$ cat config.mk
export PLATFORM = sky130hd
export DESIGN_NAME = eluks_block_streamer
export DESIGN_NICKNAME = d
export VERILOG_FILES = /design/src/rtl/eluks_pkg.sv /design/src/rtl/eluks_req_hs.sv /design/src/rtl/eluks_block_streamer.sv
export SDC_FILE = /design/constraint.sdc
export NUM_CORES = 1
export LEC_CHECK = 0
export ABC_AREA = 1
export BUFFER_PORTS_ARGS = -buffer_cell sky130_fd_sc_hd__buf_2
export CAP_MARGIN = 30
export CELL_PAD_IN_SITES_DETAIL_PLACEMENT = 0
export CELL_PAD_IN_SITES_GLOBAL_PLACEMENT = 1
export CORE_ASPECT_RATIO = 0.9
export CORE_UTILIZATION = 43
export DETAILED_ROUTE_END_ITERATION = 8
export PLACE_DENSITY = 0.88
export SKIP_CTS_REPAIR_TIMING = 1
export SLEW_MARGIN = 20
export SYNTH_ARGS = -nofsm -noshare
export SYNTH_HDL_FRONTEND = slang
export SYNTH_SLANG_ARGS = --single-unit
export TNS_END_PERCENT = 1
$ cat constraint.sdc
create_clock -name wb_clk -period 4.7 [get_ports wb_clk]
set_clock_uncertainty 0.05 [all_clocks]
set_input_delay 0.235 -clock wb_clk [delete_from_list [all_inputs] [get_ports wb_clk]]
set_output_delay 0.235 -clock wb_clk [all_outputs]
set_load 0.1 [all_outputs]
$ cat src/rtl/eluks_pkg.sv
// rtl/eluks_pkg.sv - shared types and helpers for the ELUKS block streamer
// Purpose: state encodings for the streamer FSM and the request handshake,
//          plus the bytes-per-word helper used to size the packer.
// Ports:   none (package).
package eluks_pkg;

  typedef enum logic [2:0] {
    IDLE,
    OPEN,
    BYTE,
    PUSH,
    NEXT,
    DONE,
    ERR
  } stream_state_t;

  typedef enum logic [1:0] {
    HS_IDLE,
    HS_REQ,
    HS_WAIT
  } hs_state_t;

  function automatic int bytes_per_word(input int out_width);
    return out_width / 8;
  endfunction

endpackage

$ cat src/rtl/eluks_req_hs.sv
// rtl/eluks_req_hs.sv - request/busy handshake with per-request timeout
// Purpose: raises r_block or r_byte (chosen by kind_i) while go_i is high,
//          holds it until the core shows busy, then waits for busy to fall.
// Ports:   clk_i, rst_ni    clock, synchronous active-low reset
//          go_i             owner state wants a request; low aborts
//          kind_i           0 = sector open (r_block), 1 = byte read (r_byte)
//          core_busy_i      core busy
//          r_block_o        sector-open request level
//          r_byte_o         byte request level
//          cmpl_o           1-cycle completion strobe (busy seen falling)
//          timeout_o        request has been outstanding TIMEOUT_CYCLES cycles
module eluks_req_hs
  import eluks_pkg::*;
#(
  parameter int TIMEOUT_CYCLES = 1_000_000
) (
  input  logic clk_i,
  input  logic rst_ni,
  input  logic go_i,
  input  logic kind_i,
  input  logic core_busy_i,
  output logic r_block_o,
  output logic r_byte_o,
  output logic cmpl_o,
  output logic timeout_o
);

  localparam int TW = $clog2(TIMEOUT_CYCLES + 1);

  hs_state_t     state_q, state_d;
  logic [TW-1:0] tmr_q, tmr_d;

  always_ff @(posedge clk_i) begin
    if (!rst_ni) begin
      state_q <= HS_IDLE;
      tmr_q   <= '0;
    end else begin
      state_q <= state_d;
      tmr_q   <= tmr_d;
    end
  end

  always_comb begin
    state_d = state_q;
    tmr_d   = '0;
    cmpl_o  = 1'b0;
    case (state_q)
      HS_IDLE: if (go_i) state_d = HS_REQ;
      HS_REQ: begin
        tmr_d = tmr_q + 1'b1;
        if (core_busy_i) state_d = HS_WAIT;
      end
      HS_WAIT: begin
        tmr_d = tmr_q + 1'b1;
        if (!core_busy_i) begin
          cmpl_o  = 1'b1;
          state_d = HS_IDLE;
        end
      end
      default: state_d = HS_IDLE;
    endcase
    // Owner left OPEN/BYTE (error or reset path): abandon the request.
    if (!go_i) begin
      state_d = HS_IDLE;
      tmr_d   = '0;
      cmpl_o  = 1'b0;
    end
  end

  // Gated by go_i so requests drop in the same cycle the owner enters ERR.
  assign r_block_o = go_i && (state_q == HS_REQ) && !kind_i;
  assign r_byte_o  = go_i && (state_q == HS_REQ) && kind_i;
  assign timeout_o = go_i && (state_q != HS_IDLE) && (tmr_q == TW'(TIMEOUT_CYCLES - 1));

endmodule

$ cat src/rtl/eluks_block_streamer.sv
// rtl/eluks_block_streamer.sv - streams decrypted sectors as packed words
// Purpose: reads n_blocks consecutive sectors byte by byte from the decrypt
//          core and packs them little-endian into OUT_WIDTH-bit stream words.
// Ports:   wb_clk, wb_rst_n           clock, synchronous active-low reset
//          start, first_addr, n_blocks run request (sampled in IDLE)
//          busy, done, err            run status (err is sticky)
//          core_addr, core_r_block, core_r_byte, core_busy, core_data,
//          core_error                 decrypt core byte-read port
//          out_tdata, out_tvalid, out_tready, out_tlast  output word stream
module eluks_block_streamer
  import eluks_pkg::*;
#(
  parameter int BLOCK_BYTES    = 512,
  parameter int OUT_WIDTH      = 32,
  parameter int NBLK_WIDTH     = 16,
  parameter int TIMEOUT_CYCLES = 1_000_000
) (
  input  logic                  wb_clk,
  input  logic                  wb_rst_n,
  input  logic                  start,
  input  logic [31:0]           first_addr,
  input  logic [NBLK_WIDTH-1:0] n_blocks,
  output logic                  busy,
  output logic                  done,
  output logic                  err,
  output logic [31:0]           core_addr,
  output logic                  core_r_block,
  output logic                  core_r_byte,
  input  logic                  core_busy,
  input  logic [7:0]            core_data,
  input  logic                  core_error,
  output logic [OUT_WIDTH-1:0]  out_tdata,
  output logic                  out_tvalid,
  input  logic                  out_tready,
  output logic                  out_tlast
);

  localparam int BPW = bytes_per_word(OUT_WIDTH);
  localparam int BCW = $clog2(BLOCK_BYTES) + 1;
  localparam int LW  = (BPW > 1) ? $clog2(BPW) : 1;

  stream_state_t         state_q, state_d;
  logic [BCW-1:0]        byte_cnt_q, byte_cnt_d;
  logic [NBLK_WIDTH-1:0] blk_cnt_q, blk_cnt_d;
  logic [NBLK_WIDTH-1:0] nblk_q, nblk_d;
  logic [31:0]           addr_q, addr_d;
  logic [OUT_WIDTH-1:0]  word_q, word_d;
  logic                  err_q, err_d;
  logic                  done_q, done_d;

  logic                  hs_go, hs_kind, hs_cmpl, hs_timeout;
  logic                  err_evt, sector_end, word_full;
  logic [LW-1:0]         lane;

  eluks_req_hs #(
    .TIMEOUT_CYCLES(TIMEOUT_CYCLES)
  ) u_req_hs (
    .clk_i      (wb_clk),
    .rst_ni     (wb_rst_n),
    .go_i       (hs_go),
    .kind_i     (hs_kind),
    .core_busy_i(core_busy),
    .r_block_o  (core_r_block),
    .r_byte_o   (core_r_byte),
    .cmpl_o     (hs_cmpl),
    .timeout_o  (hs_timeout)
  );

  assign hs_go      = (state_q == OPEN) || (state_q == BYTE);
  assign hs_kind    = (state_q == BYTE);
  // ERR itself does not resample errors so a held core_error cannot pin the FSM there.
  assign err_evt    = (state_q != IDLE) && (state_q != ERR) && (core_error || hs_timeout);
  assign lane       = LW'(byte_cnt_q) & LW'(BPW - 1);
  assign word_full  = (lane == LW'(BPW - 1));
  assign sector_end = (byte_cnt_q == BCW'(BLOCK_BYTES));

  always_ff @(posedge wb_clk) begin
    if (!wb_rst_n) begin
      state_q    <= IDLE;
      byte_cnt_q <= '0;
      blk_cnt_q  <= '0;
      nblk_q     <= '0;
      addr_q     <= '0;
      word_q     <= '0;
      err_q      <= 1'b0;
      done_q     <= 1'b0;
    end else begin
      state_q    <= state_d;
      byte_cnt_q <= byte_cnt_d;
      blk_cnt_q  <= blk_cnt_d;
      nblk_q     <= nblk_d;
      addr_q     <= addr_d;
      word_q     <= word_d;
      err_q      <= err_d;
      done_q     <= done_d;
    end
  end

  always_comb begin
    state_d    = state_q;
    byte_cnt_d = byte_cnt_q;
    blk_cnt_d  = blk_cnt_q;
    nblk_d     = nblk_q;
    addr_d     = addr_q;
    word_d     = word_q;
    err_d      = err_q;
    done_d     = 1'b0;
    case (state_q)
      IDLE: begin
        if (start) begin
          nblk_d     = n_blocks;
          err_d      = 1'b0;
          byte_cnt_d = '0;
          blk_cnt_d  = '0;
          word_d     = '0;
          if (n_blocks == '0) begin
            state_d = DONE;
          end else begin
            addr_d  = first_addr;
            state_d = OPEN;
          end
        end
      end
      OPEN: if (hs_cmpl) state_d = BYTE;
      BYTE: begin
        if (hs_cmpl) begin
          word_d[{lane, 3'b000} +: 8] = core_data;
          byte_cnt_d = byte_cnt_q + 1'b1;
          if (word_full) state_d = PUSH;
        end
      end
      PUSH: begin
        if (out_tready) begin
          word_d  = '0;
          state_d = sector_end ? NEXT : BYTE;
        end
      end
      NEXT: begin
        blk_cnt_d  = blk_cnt_q + 1'b1;
        byte_cnt_d = '0;
        addr_d     = addr_q + 32'd1;
        state_d    = (blk_cnt_d == nblk_q) ? DONE : OPEN;
      end
      DONE: begin
        done_d  = 1'b1;
        state_d = IDLE;
      end
      ERR:     state_d = IDLE;
      default: state_d = IDLE;
    endcase
    if (err_evt) begin
      state_d = ERR;
      err_d   = 1'b1;
      word_d  = '0;
      done_d  = 1'b0;
    end
  end

  assign busy       = (state_q != IDLE);
  assign done       = done_q;
  assign err        = err_q;
  assign core_addr  = addr_q;
  // A word on offer is withdrawn in the cycle an error is seen.
  assign out_tvalid = (state_q == PUSH) && !err_evt;
  assign out_tdata  = word_q;
  assign out_tlast  = out_tvalid && sector_end;

endmodule
==> metrics, run 1 <==
mean area per synthesized cell 6.85 um2; minimum clock period 3.07 ns; slew margin rel. 45.6%; DRC marker count from the first detailed-route iteration 400; Reg power frac 29.3%; max-cap violations 0; pwr/cell area 583 mW/mm2; Switching Share 49.5%; first drt pass iteration count 4; Mapped Area 0.00753 mm2; clk root buf clkbuf_16; fin area 0.00890 mm2; Post-Synth Adder-Cell Area 1.83%; simple-gate portion of the synthesized area 34.4%; Crit path max-delay family buffers and inverters; worst r2r path cells 11; die area 0.0180 mm2; largest net degree at the start of global routing 64; Final Routed Wirelength 19800 um; GPL Wtd Cong 0.842; Worst setup EP type flip-flop; Crit-path slowest cell inv_4; TNS Setup 0 ns; buffers and inverters on the worst path 4; Tcrit/Tclk final 65.2%; Nets 1290; Hold WS 0.0122 ns; combinational group share of total power 44.1%; Worst-Margin Slew 0.814 ns; Unique masters post-synth 47; clock-pin slew on the worst setup and hold paths 0.06 ns; Max Slew Vio Count 0; first-pass GRT wire length 33000 um; CP required 4.97 ns; outcome completed; area of placed instances 0.00829 mm2; initial antenna violation count 0; Clock Power Share 26.6%; IO Count 133; drt via density 5.08; most common cell after layout, fill and taps aside nand2_1; largest family of logic cells by synthesized area simple AND/OR/NAND/NOR gates; critical path type reg2reg; clk_lat worst skew 0.43 ns; RSZ-0062 raised after global routing false; per-cell routed wire length 13.5 um; # H-tree levels 4; min-delay worst type in2reg; vias in the first global route 6740; xor/xnor share of the synthesized area 1.93%; Finished Core Util 52.3%; Area growth syn-to-layout 18.2%; Max Root-Sink Buffers 2; fraction of the mapped netlist area in compound gates 17.4%; mux contribution to synthesized area 0%; total CTS buffers 17; FMAX 326 MHz; hold depth 3; worst path cell trace inv_2 -> nor2_2 -> nand2_2 -> inv_4 -> nor2_4 -> inv_2 -> nand2_4 -> inv_4 -> nand2_1 -> o21ai_0 -> nor2_1; Cell Int Power 2.62 mW; core footprint 0.0170 mm2; synthesis-stage register bit count 133; endpoints failing setup 0; most frequent cells in the layout nand2_1, dfxtp_1, buf_2; sequential fraction of the synthesis area 35.4%; max incr delay on CP 0.63 ns; Yosys warnings 0; CP arrival 3.34 ns; die height 128 um; antenna viol nets, final 0; Sink Count 133; row cnt 45; Gate Count Post-Synth 1100; die span in x 141 um; # port buffers 132; static leakage 3.63 nW; CP Depth 11; worst ir drop on vdd 0.000388 V; net switching power 2.57 mW; Starting Density 44.3%; DP HPWL 14300 um; nature of the critical path startpoint flip-flop; routed vias 7454; Post-Syn Nets 1173; Max FO, Critical Path 63; CTS tree done; # DRC 0; total gr overflow 0; Fin. Hold Viols 0; share of layout cells above drive strength 1 19.9%; overall global routing resource usage 22.8%
## synthesized netlist by cell type, drive strengths merged
cell type,instances,area share [%]
a211oi,8,0.80
a21oi,103,7.0
a31oi,6,0.50
buf,18,1.8
clkbuf,17,0.86
dfxtp,133,35
ha,11,1.8
inv,129,6.5
nand2,244,13
nand3,69,4.7
nand3b,3,0.30
nand4,25,2.2
nor2,141,8.4
nor3,43,3.6
nor3b,1,0.17
nor4,10,1.4
nor4b,1,0.12
o211a,4,0.53
o211ai,10,1.0
o21a,4,0.40
o21ai,91,6.2
o21bai,3,0.45
o31ai,5,0.50
or2,6,0.50
xnor2,4,0.47
xnor3,1,0.30
xor2,10,1.2
## worst register-to-register path, delay by kind of cell, from the launching register on
kind	cells	cell delay, ns
AOI/OAI and AO/OA	1	0.16
buffers and inverters	4	1.22
DFF	1	0.41
and+or+nand+nor	6	1.16
## through the flow
| stage | power, mW | setup slack, ns | std cells |
|---|---|---|---|
| after floorplan | 3.46 | 1.06 | 1100 |
| after global placement | 3.80 | 1.67 | 1433 |
| after detailed placement | 3.82 | 1.60 | 1433 |
| after CTS | 5.21 | 1.59 | 1465 |
| after global routing | 5.48 | 1.29 | 1465 |
| final | 5.19 | 1.63 | 1466 |
## power groups by stage
stage	Sequential (mW)	Clock, mW	Combinational, mW
floorplan	2.35	0	1.11
global placement	1.54	0	2.26
detailed placement	1.54	0	2.28
CTS	1.52	1.40	2.29
global route	1.55	1.45	2.49
finish	1.52	1.38	2.29
## final timing paths
check | slack (ns) | from | end
min | 0.01 | n_blocks[2] | nblk_q[2]
max | 1.63 | state_q[2] | core_addr[24]
max reg2reg | 1.63 | state_q[2] | core_addr[24]
min reg2reg | 0.40 | u_req_hs.tmr_q[0] | u_req_hs.tmr_q[0]
## flip-flops by register name (all words and copies together), names as in the netlist
name / count
blk_cnt_q: 16
byte_cnt_q: 10
core_addr: 32
done: 1
err: 1
nblk_q: 16
out_tdata: 32
state_q: 3
u_req_hs.state_q: 2
u_req_hs.tmr_q: 20
## layer usage
| metal | global-route usage (%) | part of all wire, % | up-vias |
|---|---|---|---|
| met5 | 0 | 0 | - |
| met4 | 6.58 | 1.4 | 0 |
| met3 | 4.76 | 5.8 | 22 |
| met2 | 34.4 | 42 | 215 |
| met1 | 32.7 | 51 | 3317 |
| li1 | - | - | 3900 |
## logic make-up after synthesis
family / Yosys count
AO/OA/AOI/OAI: 234
XOR/XNOR: 15
adder cells (fa/ha/maj): 11
buffers and inverters: 164
flip-flops: 133
AND/OR/NAND/NOR: 543
## cell type report
cell class	count	area, um2
multi-input cells	803	4180
inverters	129	489
diodes	1	2.50
well taps	235	294
clock buffers	17	425
fillers	1734	8110
clock inverters	15	178
repair buffers	133	668
flip-flops and latches	133	2660
No activity file was read; power rests on OpenSTA's default activity.
==> inputs of run 2 (changes only) <==
Settings changed: CORE_UTILIZATION 43 to 40, PLACE_DENSITY 0.88 to 0.82.
Clock period 4.7 ns to 3.2 ns, I/O delays scaled along.
==> metrics, run 2 (synthesis gave the netlist of run 1 again) <==
first drt pass iteration count 5 (+1); Final Routed Wirelength 20300 um (+2.7%); Clock Power Share 28.4% (+1.8 points); reg2reg end out_tdata[27]; Worst setup EP type output pin; GPL Wtd Cong 0.836 (-0.72%); slew margin rel. 44.4% (-1.2 points); min-delay worst type in2reg; hold depth 3 (unchanged); register area 0.00266 mm2 (unchanged); die span in x 147 um (+3.6%); antenna viol nets, final 0 (unchanged); drt via density 5.03 (-1.2%); hold_sp n_blocks[13]; Tcrit/Tclk final 86.9%; Reg power frac 28.5% (-0.8 points); Area growth syn-to-layout 20.2%; Max FO, Critical Path 12 (-81%); largest net degree at the start of global routing 63 (-1.6%); share of layout cells above drive strength 1 20.0% (+0.11 points); row cnt 47 (+4.4%); total gr overflow 0 (unchanged); most frequent cells in the layout nand2_1, dfxtp_1, buf_2; Nets 1298 (+0.62%); Cell Int Power 4.08 mW (+56%); worst hold endpoint nblk_q[13]; initial antenna violation count 3 (+3); routed vias 7458 (+0.054%); # DRC 0 (unchanged); endpoints failing setup 0 (unchanged); max-cap violations 0 (unchanged); nature of the critical path startpoint flip-flop; worst reg2reg startpoint state_q[2]; clk_lat worst skew 0.42 ns (about the same); Max Slew Vio Count 0 (unchanged); per-cell routed wire length 13.7 um (+1.4%); worst ir drop on vdd 0.000398 V (+2.6%); vias in the first global route 6681 (-0.88%); DRC marker count from the first detailed-route iteration 407 (+1.8%); most common cell after layout, fill and taps aside nand2_1; Worst-Margin Slew 0.833 ns (+0.0185 ns); # H-tree levels 4 (unchanged); # port buffers 132 (unchanged); clock-pin slew on the worst setup and hold paths 0.06 ns (about the same); Fin. Hold Viols 10 (+10); total CTS buffers 17 (unchanged); CP required 2.99 ns (-1.98 ns); Switching Share 47.8% (-1.6 points); Hold WS -0.0191 ns (-0.0313 ns); core footprint 0.0184 mm2 (+8.2%); clk root buf clkbuf_16; net switching power 3.74 mW (+46%); Worst setup startpoint byte_cnt_q[0]; Sink Count 133 (unchanged); critical path type reg2out; Multi-input gate area 0.00418 mm2 (+0.12%); worst r2r path cells 10 (-1); worst reg-to-reg setup slack 0.71 ns (-0.92 ns); die height 132 um (+3.6%); IO Count 133 (unchanged); minimum clock period 2.78 ns; DP HPWL 14800 um (+3.7%); combinational group share of total power 43.2% (-0.9 points); first-pass GRT wire length 33700 um (+1.9%); violated checks hold timing; overall global routing resource usage 21.5% (-1.4 points); fillcell total 1887 (+8.8%); pwr/cell area 864 mW/mm2 (+48%); TNS Setup 0 ns (unchanged); CP arrival 2.57 ns (-0.77 ns); Starting Density 40.9% (-3.4 points); outcome finished, violations left; die area 0.0194 mm2 (+7.4%); FMAX 360 MHz; Max Root-Sink Buffers 2 (unchanged); RSZ-0062 raised after global routing false; static leakage 3.69 nW (+1.6%); Design Power 7.82 mW (+51%); CTS tree done
## run 2: cell types whose count changed in the layout (fill, tap and decap cells not counted), sizes merged
cell / delta
dlygate4sd3: +5
clkbuf: +4
buf: +3
clkinv: -3
inv: -3
bufinv: +2
## run 2: stage by stage
stage / instance area (um2) / util (%) / hold WS (ns) / setup slack [ns] / std cells
after floorplan: 7530 / - / 0.245 / 0.498 / 1100
final: 9050 / 49.2 / -0.0191 / 0.419 / 1484
after global routing: 9050 / 49.2 / 0.00282 / 0.281 / 1484
after global placement: 8330 / 45.3 / 0.352 / 0.772 / 1446
after detailed placement: 8330 / 45.3 / 0.358 / 0.728 / 1446
after CTS: 9000 / 48.9 / -0.0812 / 0.380 / 1478
## run 2: power groups by stage
| stage | Clock [mW] | Sequential [mW] | Combinational, mW |
|---|---|---|---|
| 2_1_floorplan | 0 | 3.45 | 1.63 |
| 6_report | 2.22 | 2.23 | 3.37 |
| 4_1_cts | 2.25 | 2.22 | 3.38 |
| 3_5_place_dp | 0 | 2.26 | 3.37 |
| 3_3_place_gp | 0 | 2.26 | 3.36 |
| 5_1_grt | 2.32 | 2.26 | 3.66 |
## run 2: cell type report
class | instances | area share (%)
Antenna cell | 1 | 0.0276
Tap cell | 245 | 3.39
Inverter | 129 | 5.40
Sequential cell | 133 | 29.4
Multi-Input combinational cell | 803 | 46.2
Clock inverter | 11 | 2.17
Clock buffer | 21 | 5.20
Timing Repair Buffer | 141 | 8.18
## run 2: metal layers
metal / global-route usage [%] / part of all wire, %
met4: 4.57 / 0.72
met5: 0 / 0.13
met1: 30.6 / 51
met2: 32.4 / 43
met3: 5.40 / 5.3
## run 2: worst max-delay path by stage
stage,end,cells past startpoint
detailed placement,out_tdata[30],10
global route,out_tlast,7
CTS,out_tlast,7
finish,out_tlast,7
floorplan,out_tlast,7
global placement,out_tdata[28],10
## run 2: worst max-delay path, stage by stage (launching register included)
cell     delay (ns)
dfxtp_1        0.44
inv_2          0.22
ha_1           0.28
inv_1          0.14
nor3_1         0.15
nand4_1        0.21
nor3_2         0.24
buf_2          0.46
==> inputs of run 3 (changes only) <==
Settings changed: CORE_MARGIN set to 2.
==> metrics, run 3 (synthesis gave the netlist of run 1 again) <==
worst ir drop on vdd 0.000467 V (+17%); Fin. Hold Viols 9 (-1); clock-pin slew on the worst setup and hold paths 0.06 ns (about the same); clk_lat worst skew 0.43 ns (about the same); routed vias 7492 (+0.46%); Finished Core Util 49.3% (+0.095 points); Max FO, Critical Path 12 (unchanged); clk root buf clkbuf_16; min-delay worst type in2reg; per-cell routed wire length 13.9 um (+1.5%); outcome finished, violations left; # DRC 0 (unchanged); GPL Wtd Cong 0.871 (+4.2%); TNS Setup 0 ns (unchanged); Worst-Margin Slew 0.848 ns (+0.0153 ns); Area growth syn-to-layout 20.5%; max-cap violations 0 (unchanged); die height 134 um (+1.5%); Sink Count 133 (unchanged); most frequent cells in the layout nand2_1, dfxtp_1, buf_2; pwr/cell area 850 mW/mm2 (-1.6%); first-pass GRT wire length 33700 um (about the same); FMAX 358 MHz (-0.43%); total gr overflow 0 (unchanged); # port buffers 132 (unchanged); endpoints failing setup 0 (unchanged); register area 0.00266 mm2 (unchanged); slew margin rel. 43.4% (-1.0 points); Hold WS -0.0317 ns (-0.0125 ns); initial antenna violation count 1 (-2); core footprint 0.0184 mm2 (unchanged); CP arrival 2.58 ns (about the same); Worst setup EP type output pin; most common cell after layout, fill and taps aside nand2_1; worst reg-to-reg setup slack 0.63 ns (-0.08 ns); critical path type reg2out; antenna viol nets, final 0 (unchanged); DRC marker count from the first detailed-route iteration 390 (-4.2%); Max Slew Vio Count 0 (unchanged); # H-tree levels 4 (unchanged); CTS tree done; first drt pass iteration count 5 (unchanged); IO Count 133 (unchanged); die span in x 149 um (+1.4%); total CTS buffers 17 (unchanged); drt via density 5.03 (about the same); Multi-input gate area 0.00418 mm2 (unchanged); RSZ-0062 raised after global routing false; share of layout cells above drive strength 1 19.9% (-0.18 points); row cnt 47 (unchanged); nature of the critical path startpoint flip-flop; Max Root-Sink Buffers 2 (unchanged); minimum clock period 2.79 ns (+0.0119 ns); CP required 2.99 ns (about the same); Final Routed Wirelength 20700 um (+1.9%); overall global routing resource usage 20.9% (-0.57 points); DP HPWL 14900 um (+0.36%); fillcell total 1879 (-0.42%); largest net degree at the start of global routing 63 (unchanged); violated checks hold timing; die area 0.0199 mm2 (+2.9%); area of placed instances 0.00833 mm2 (unchanged); fin area 0.00907 mm2 (+0.19%); static leakage 3.69 nW (about the same); Starting Density 40.9% (unchanged); Tcrit/Tclk final 87.3% (+0.37 points); vias in the first global route 6807 (+1.9%); Nets 1304 (+0.46%)
[run 3: where the power goes]
group          internal, mW  switching (mW)
Sequential             1.93           0.289
Combinational         0.701            2.70
Clock                  1.32           0.760
Total                  3.96            3.75
[run 3: metal layers]
layer	global-route usage [%]	vias to the layer above	wire length, um
li1	-	3918	-
met1	29.6	3348	10300
met2	31.6	201	8770
met3	5.54	23	1420
met4	5.61	2	234
met5	0	-	13
[run 3: critical path, cell delays in order (launching register included)]
cell	delay (ns)
dfxtp_1	0.44
inv_2	0.22
ha_1	0.28
inv_1	0.14
nor3_1	0.15
nand4_1	0.21
nor3_2	0.25
buf_2	0.46
[run 3: cell type report]
cell class | instances | share of cell area (%)
antenna | 1 | 0.0276
clock buffer | 20 | 4.92
clock inverter | 12 | 1.96
inverter | 129 | 5.39
multi-input combinational | 803 | 46.1
sequential | 133 | 29.4
tap | 245 | 3.38
timing repair buffer | 147 | 8.83
[run 3: path summary, 6_finish.rpt]
path                            cells after the start                end         startpoint
worst max-delay path                                7          out_tlast      byte_cnt_q[0]
worst min-delay path                                3         nblk_q[10]       n_blocks[10]
worst max register to register                     10      out_tdata[28]         state_q[2]
worst min register to register                      1  u_req_hs.tmr_q[0]  u_req_hs.tmr_q[0]
[run 3: metrics by stage]
step,power [mW],setup WS [ns],instances
2_1_floorplan,5.08,0.498,1100
3_3_place_gp,5.62,0.773,1446
3_5_place_dp,5.63,0.686,1446
4_1_cts,7.72,0.391,1478
5_1_grt,8.12,0.213,1489
6_report,7.71,0.408,1490
